--- src/rtl/add_pkg.sv ---
// add_pkg: shared FSM state type and sizing helpers for the bit-serial adder
package add_pkg;
  typedef enum logic [1:0] {IDLE, BUSY, DONE} state_t;
  localparam int DEF_WIDTH = 8;
  function automatic int cnt_w(input int w);
    return (w > 1) ? $clog2(w) : 1;
  endfunction
  localparam int CNT_W = cnt_w(DEF_WIDTH);
endpackage

--- src/rtl/fa_cell.sv ---
// fa_cell: combinational full adder with NAND-NAND majority carry
module fa_cell (
  input  logic a,
  input  logic b,
  input  logic c,
  output logic s,
  output logic co
);
  logic n_ab, n_ac, n_bc;
  assign s    = a ^ b ^ c;
  assign n_ab = ~(a & b);
  assign n_ac = ~(a & c);
  assign n_bc = ~(b & c);
  assign co   = ~(n_ab & n_ac & n_bc);
endmodule

--- src/rtl/add_serial_8bit.sv ---
// add_serial_8bit: LSB-first bit-serial adder with valid/ready handshakes; define ADD_OVF_EN for the signed-overflow output
module add_serial_8bit
  import add_pkg::*;
#(
  parameter int WIDTH = DEF_WIDTH
) (
  input  logic             clk,
  input  logic             rst,
  input  logic             start_valid,
  output logic             start_ready,
  input  logic [WIDTH-1:0] a,
  input  logic [WIDTH-1:0] b,
  input  logic             cin,
  output logic [WIDTH-1:0] sum,
  output logic             carry,
  output logic             done_valid,
  input  logic             done_ready,
  output logic             busy
`ifdef ADD_OVF_EN
  ,
  output logic             ovf
`endif
);
  localparam int CW = cnt_w(WIDTH);
  state_t state;
  logic [WIDTH-1:0] sh_a, sh_b;
  logic c_reg, s, co;
  logic [CW-1:0] cnt;
  fa_cell u_fa (.a(sh_a[0]), .b(sh_b[0]), .c(c_reg), .s(s), .co(co));
  assign start_ready = state == IDLE;
  // accept operands, add one bit per BUSY edge, then hold the result until it is taken
  always_ff @(posedge clk or posedge rst) begin
    if (rst) begin
      state      <= IDLE;
      sh_a       <= '0;
      sh_b       <= '0;
      c_reg      <= 1'b0;
      cnt        <= '0;
      sum        <= '0;
      carry      <= 1'b0;
      done_valid <= 1'b0;
      busy       <= 1'b0;
`ifdef ADD_OVF_EN
      ovf        <= 1'b0;
`endif
    end else begin
      case (state)
        IDLE: if (start_valid) begin
          sh_a  <= a;
          sh_b  <= b;
          c_reg <= cin;
          cnt   <= '0;
          sum   <= '0;
          busy  <= 1'b1;
          state <= BUSY;
        end
        BUSY: begin
          sum   <= {s, sum[WIDTH-1:1]};
          c_reg <= co;
          sh_a  <= sh_a >> 1;
          sh_b  <= sh_b >> 1;
          cnt   <= cnt + 1'b1;
          if (cnt == CW'(WIDTH - 1)) begin
            carry      <= co;
            done_valid <= 1'b1;
            busy       <= 1'b0;
            state      <= DONE;
`ifdef ADD_OVF_EN
            ovf        <= c_reg ^ co;
`endif
          end
        end
        DONE: if (done_ready) begin
          done_valid <= 1'b0;
          state      <= IDLE;
        end
        default: state <= IDLE;
      endcase
    end
  end
endmodule

--- config.mk ---
export PLATFORM = sky130hd
export DESIGN_NAME = add_serial_8bit
export DESIGN_NICKNAME = d
export VERILOG_FILES = /design/src/rtl/add_pkg.sv /design/src/rtl/fa_cell.sv /design/src/rtl/add_serial_8bit.sv
export SDC_FILE = /design/constraint.sdc
export NUM_CORES = 1
export LEC_CHECK = 0
export BUFFER_PORTS_ARGS = -buffer_cell sky130_fd_sc_hd__buf_2
export CORE_ASPECT_RATIO = 0.9
export CORE_UTILIZATION = 53
export CTS_BUF_LIST = sky130_fd_sc_hd__clkbuf_4 sky130_fd_sc_hd__clkbuf_8 sky130_fd_sc_hd__clkbuf_16
export CTS_CLUSTER_SIZE = 12
export DETAILED_ROUTE_END_ITERATION = 10
export GPL_ROUTABILITY_DRIVEN = 0
export PLACE_DENSITY = 0.88
export SYNTH_ARGS = -nofsm -noshare
export SYNTH_HDL_FRONTEND = slang
export SYNTH_SLANG_ARGS = --single-unit
--- constraint.sdc ---
create_clock -name clk -period 1.6 [get_ports clk]
set_input_delay 0.08 -clock clk [delete_from_list [all_inputs] [get_ports clk]]
set_output_delay 0.08 -clock clk [all_outputs]
set_load 0.02 [all_outputs]
# Word-level counts from Yosys, hierarchy flattened
# Index checks and enable logic that the tools add are counted.
[op_classes]
n_addsub = 1
eq_ne = 6
bitwise = 11
n_reduce_logical = 8
mux = 20
[ops]
columns = ["op", "count"]
rows = [
  ["one-hot mux 8 bit (2 select lines)", 3],
  ["2-to-1 mux 8 bit", 3],
  ["AND reduction 3 bit", 3],
  ["2-to-1 mux 2 bit", 3],
  ["inequality test 2 bit, second input constant", 3],
  ["one-hot mux 1 bit (2 select lines)", 3],
  ["one-hot mux 2 bit (3 select lines)", 1],
  ["one-hot mux 3 bit (2 select lines)", 1],
  ["AND 1 bit", 5],
  ["2-to-1 mux 1 bit", 5],
  ["inverter 1 bit", 4],
  ["AND reduction 2 bit", 2],
  ["nonzero test 2 bit", 2],
  ["adder 3 x 1 -> 3 bit, second input constant", 1],
  ["equality test 3 bit, second input constant", 1],
  ["2-to-1 mux 3 bit", 1],
  ["equality test 2 x 1 -> 1 bit, second input constant", 1],
  ["equality test 2 bit, second input constant", 1],
  ["zero test 2 bit", 1],
  ["bitwise XOR 1 bit", 2],
]
[totals]
ff_bits = 33
out_inout_bits = 12
input_bits = 21
wordCells = 55

# Logic depth before layout (Yosys ltp)
[logic_depth]
depth_word = 6
ltp_mapped = 5
depth_no_buf = 5

# Cells and area by module
# Synthesis repeated with hierarchy kept, for this count alone.
[hier_totals]
hier_cells = 132
hier_area_um2 = 1567.8
[by_module_without_submodules]
columns = ["module", "instances", "cells_per_inst", "seq_area_each_um2", "area_each_um2"]
rows = [
  ["add_serial_8bit", 1, 131, 825.8, 1547.7],
  ["fa_cell", 1, 1, 0.0, 20.0],
]

# Least setup slack after synthesis
# OpenSTA, ideal clock, no wires.
[synth_path]
path_type = "reg-to-reg"
from = "reg c_reg"
to = "reg c_reg"
path_buffers = 0
setup_slack_ns = 0.452
t_arrival_ns = 1.054
path_stages_with_launch = 4
setup_time_ns = 0.094
t_required_ns = 1.506
period_less_slack_ns = 1.148
path_cell_list = "dfrtp_1 inv_1 fa_1 a221oi_2"
[synth_between]
elab_chain_cells = 6
word_cells_on_any_way = 8
cone_classes = "1 x mux; 7 x bitwise"
[synth_lines]
columns = ["item", "line_no", "source"]
rows = [
  ["from (decl)", "add_serial_8bit.sv:27", "logic c_reg, s, co;"],
  ["from (signal assigned)", "add_serial_8bit.sv:51", "c_reg <= cin;"],
  ["from (signal assigned)", "add_serial_8bit.sv:59", "c_reg <= co;"],
  ["AND 1 bit", "fa_cell.sv:12", "assign n_ac = ~(a & c);"],
  ["inverter 1 bit", "fa_cell.sv:12", ""],
  ["AND 1 bit", "fa_cell.sv:14", "assign co = ~(n_ab & n_ac & n_bc);"],
  ["AND 1 bit *", "fa_cell.sv:14", ""],
  ["inverter 1 bit *", "fa_cell.sv:14", ""],
  ["one-hot mux 1 bit (2 select lines) *", "add_serial_8bit.sv:47", "case (state)"],
]
# Mark *: on every way between the ends. The rest lies on a longest branch, timed or not.
# A chain may end at the register's enable or synchronous reset.

# Final worst setup path
[layout_path]
from = "reg state[1]"
to = "reg sh_b[6]"
[layout_between]
elab_chain_cells = 3
word_cells_on_any_way = 6
cone_classes = "2 x eq/ne; 1 x mux; 3 x reduce/logical"
[layout_lines]
columns = ["item", "line_no", "source"]
rows = [
  ["from (decl)", "add_serial_8bit.sv:25", "state_t state;"],
  ["from (signal assigned)", "add_serial_8bit.sv:34", "state <= IDLE;"],
  ["from (signal assigned)", "add_serial_8bit.sv:55", "state <= BUSY;"],
  ["from (signal assigned)", "add_serial_8bit.sv:67", "state <= DONE;"],
  ["equality test 2 x 1 -> 1 bit / zero test 2 bit (equally long branches)", "add_serial_8bit.sv:47", ""],
  ["nonzero test 2 bit (no source line) / inequality test 2 bit (equally long branches)", "n/a", ""],
  ["AND reduction 2 bit (no source line)", "n/a", ""],
  ["to (signal assigned)", "add_serial_8bit.sv:61", "sh_b <= sh_b >> 1;"],
  ["to (decl)", "add_serial_8bit.sv:26", "logic [WIDTH-1:0] sh_a, sh_b;"],
]
# Several ways; a longest one is shown, not always the timed one.

==> flow_summary_export.csv <==
group,metric,value,unit
global_routing,grt_max_degree,34,
floorplanning,io_pins,33,
worst_setup_path,critPathKind,"reg -> reg",
yosys,syn_area_per_cell,11.2,um^2
worst_setup_path,critPathMaxFanout,17,
hold_path,min_from,"a[1]",
yosys,synthAdderAreaFrac,2.96,%
placement,pre_cts_ws,233,ps
sta,post-route-period-util,88.6,%
yosys,synth_nets,160,
final_layout,area_growth,15.2,%
sta,period_minus_slack,1420,ps
worst_setup_path,timing.rr.end,"sh_b[6]$_DFFE_PP0P_",
clock_tree,htree_num_levels,2,
final_layout,seq_area,826,um^2
clock_tree,clockBufferDepth,2,
worst_setup_path,r2r_cells,3,
yosys,synth_common_cells,"dfrtp_1 (33), o22ai_1 (28), a21oi_1 (16)",
pwr,cell_internal_pwr,2.04,mW
yosys,yosys-top-cells-area,"dfrtp_1 (54%), o22ai_1 (12%), a21oi_1 (5.3%), a22o_1 (5.2%), buf_6 (4.4%)",
detailed_routing,vias,1214,
detailed_routing,drtPass1Iterations,4,
clock_tree,cts_resized,0,
job,maxCapViolCount,0,
sta,finalSetupViolations,0,
global_routing,grt_pass1_wl,5020,um
worst_setup_path,crit_arrival,1680,ps
pwr,p_leak,0.829,nW
floorplanning,dieArea,3090,um^2
sta,tightest_slew,642,ps
worst_setup_path,crit_required,1860,ps
pwr,ir_drop,0.944,mV
sta,rsz0062_at_grt,"no",
global_routing,grt_usage,22.5,%
hold_path,min_path_type,"in -> reg",
worst_setup_path,timing.rr.start,"state[1]$_DFFE_PP0P_",
yosys,ys_seq_area_share,54.3,%
sta,skew,9.09,ps
floorplanning,start_util,55.8,%
worst_setup_path,worst_setup_path_end_kind,"register",
floorplanning,core,2730,um^2
yosys,yosysWarnings,0,
yosys,muxShareOfSynthArea,0.658,%
yosys,synthSimpleGateAreaFrac,5.26,%
clock_tree,hold_buffers,4,
detailed_routing,drtIter0Drc,31,
detailed_routing,drt-total-wl,3040,um
yosys,synth_most_common_cell,"dfrtp_1",
pwr,combPwrFrac,42.0,%
clock_tree,cts_setup_buffers,0,
hold_path,worstHoldPathCells,3,
yosys,synth_area_leader_cell,"dfrtp_1",
final_layout,fill_cells,227,
yosys,synthFlopType,"dfrtp_1",
yosys,ys_ff_latch,33,
detailed_routing,drc_errors,0,
clock_tree,cts_root_buffer,"clkbuf_4",
final_layout,nets,195,
clock_tree,cts_made_buffers,5,
sta,finalHoldViolCount,0,
placement,dpl.hpwl,2070,um
detailed_routing,postRouteAntennaNets,0,
detailed_routing,wl_per_cell,14.4,um
clock_tree,clk_latency,330,ps
sta,max_slew_margin,57.2,%
clock_tree,clock-sinks,33,
final_layout,reg.largest.list,"sh_a x8, sh_b x8, sum x8",
worst_setup_path,start_kind,"register",
detailed_routing,wl_met3,181,um
floorplanning,fp.dieW,58.5,um
yosys,synth_top_area_share,54.3,%
yosys,synth.cell_area,1520,um^2
hold_path,hold-path-endpoint,"sh_a[1]$_DFFE_PP0P_",
pwr,power,3.40,mW
placement,place_inst,200,
pwr,p_sw,1.36,mW
detailed_routing,viasPerCell,5.75,
global_routing,grt_pass1_vias,1091,
floorplanning,fp.dieH,52.8,um
detailed_routing,wl_met1,1390,um
pwr,clkPwrFrac,14.4,%
clock_tree,cts_tree,"built",
sta,fin_ws,183,ps
pwr,seqPwrFrac,43.6,%
sta,max_clock_freq,706,MHz
placement,port_buffers,32,
final_layout,layout-drive-gt1-share,28.1,%
sta,tns,0,ps
global_routing,antenna_found_initial,0,
final_layout,multi_input_area,569,um^2
yosys,synth.distinct_cells,26,
worst_setup_path,ff2ff_setup_slack,180,ps
clock_tree,path_clk_slew,100,ps
yosys,synth_cells,136,
pwr,power.density,1940,nW/um^2
detailed_routing,wl_met2,1420,um
detailed_routing,routed.top_layer,"met4",
floorplanning,rows,18,
outcome,outcome,"completed",
yosys,synth_xor_area_share,0,%
sta,slew_violations,0,
final_layout,stdcell_count,211,
final_layout,diodes,0,
pwr,switching_share,40.0,%
yosys,synth_top_family_by_area,"compound AO/OA/AOI/OAI gates",
global_routing,grt-ovfl-total,0,
yosys,synth_edf_count,0,
yosys,synth_compound_area_share,28.5,%
yosys,async_flop_share,100,%
cells by family (layout without fill, tap and decap cells):
kind of cell               count (synthesis)  in the layout
AOI/OAI and AO/OA                         66             66
buffers and inverters                     18             53
adders and majority gates                  3              3
muxes                                      1              1
and+or+nand+nor                           15             15
DFF                                       33             33
power groups by stage:
stage	combinational (mW)	sequential (mW)	clock [mW]
final	1.43	1.49	0.490
after global routing	1.60	1.53	0.541
after detailed placement	1.42	1.50	0
after CTS	1.44	1.48	0.503
after floorplan	1.07	1.58	0
after global placement	1.36	1.47	0
cell usage in the layout, fill, tap and decap left out, drive strengths merged:
master	count
o21ai	8
o32ai	1
nor2	5
o22ai	28
a21oi	16
nor2b	1
nand2b	2
dlygate4sd3	4
dfrtp	33
o31ai	1
buf	35
a221oi	1
o21bai	1
nand2	5
a22o	9
inv	7
mux2i	1
ha	2
a32o	1
or2	1
fa	1
clkbuf	7
and2b	1
layer usage:
layer | global-route usage, % | vias up
met4 | 8.73 | 0
met2 | 33.7 | 39
li1 | - | 583
met1 | 30.1 | 585
met3 | 7.90 | 7
met5 | 0 | -
layout make-up:
cell class / instances / area share, %
flip-flops and latches: 33 / 47.1
multi-input cells: 85 / 32.5
repair buffers: 39 / 12.7
clock buffers: 7 / 3.35
well taps: 40 / 2.86
inverters: 7 / 1.50
critical path, cell delays in order, from the launching register on:
cell and delay [ps]:
dfrtp_1 440, nand2b_1 550, o22ai_1 190, a21oi_1 160
per-stage QoR:
stage	cell area, um^2	utilization, %	hold WS (ps)
5_1_grt	1750	64.3	23.4
6_report	1750	64.3	36.1
3_5_place_dp	1650	60.7	189
3_3_place_gp	1650	60.7	176
2_1_floorplan	1520	-	166
4_1_cts	1750	64.3	23.2
how the worst max path moves through the flow:
stage	startpoint	endpoint	slack, ps
floorplan	c_reg$_DFFE_PP0P_	c_reg$_DFFE_PP0P_	450
global placement	state[1]$_DFFE_PP0P_	sh_a[6]$_DFFE_PP0P_	310
detailed placement	state[1]$_DFFE_PP0P_	sh_a[6]$_DFFE_PP0P_	230
CTS	state[1]$_DFFE_PP0P_	sh_a[6]$_DFFE_PP0P_	200
global route	state[1]$_DFFE_PP0P_	sh_b[6]$_DFFE_PP0P_	50
finish	state[1]$_DFFE_PP0P_	sh_b[6]$_DFFE_PP0P_	180
Power figures use the tool's default switching activity.
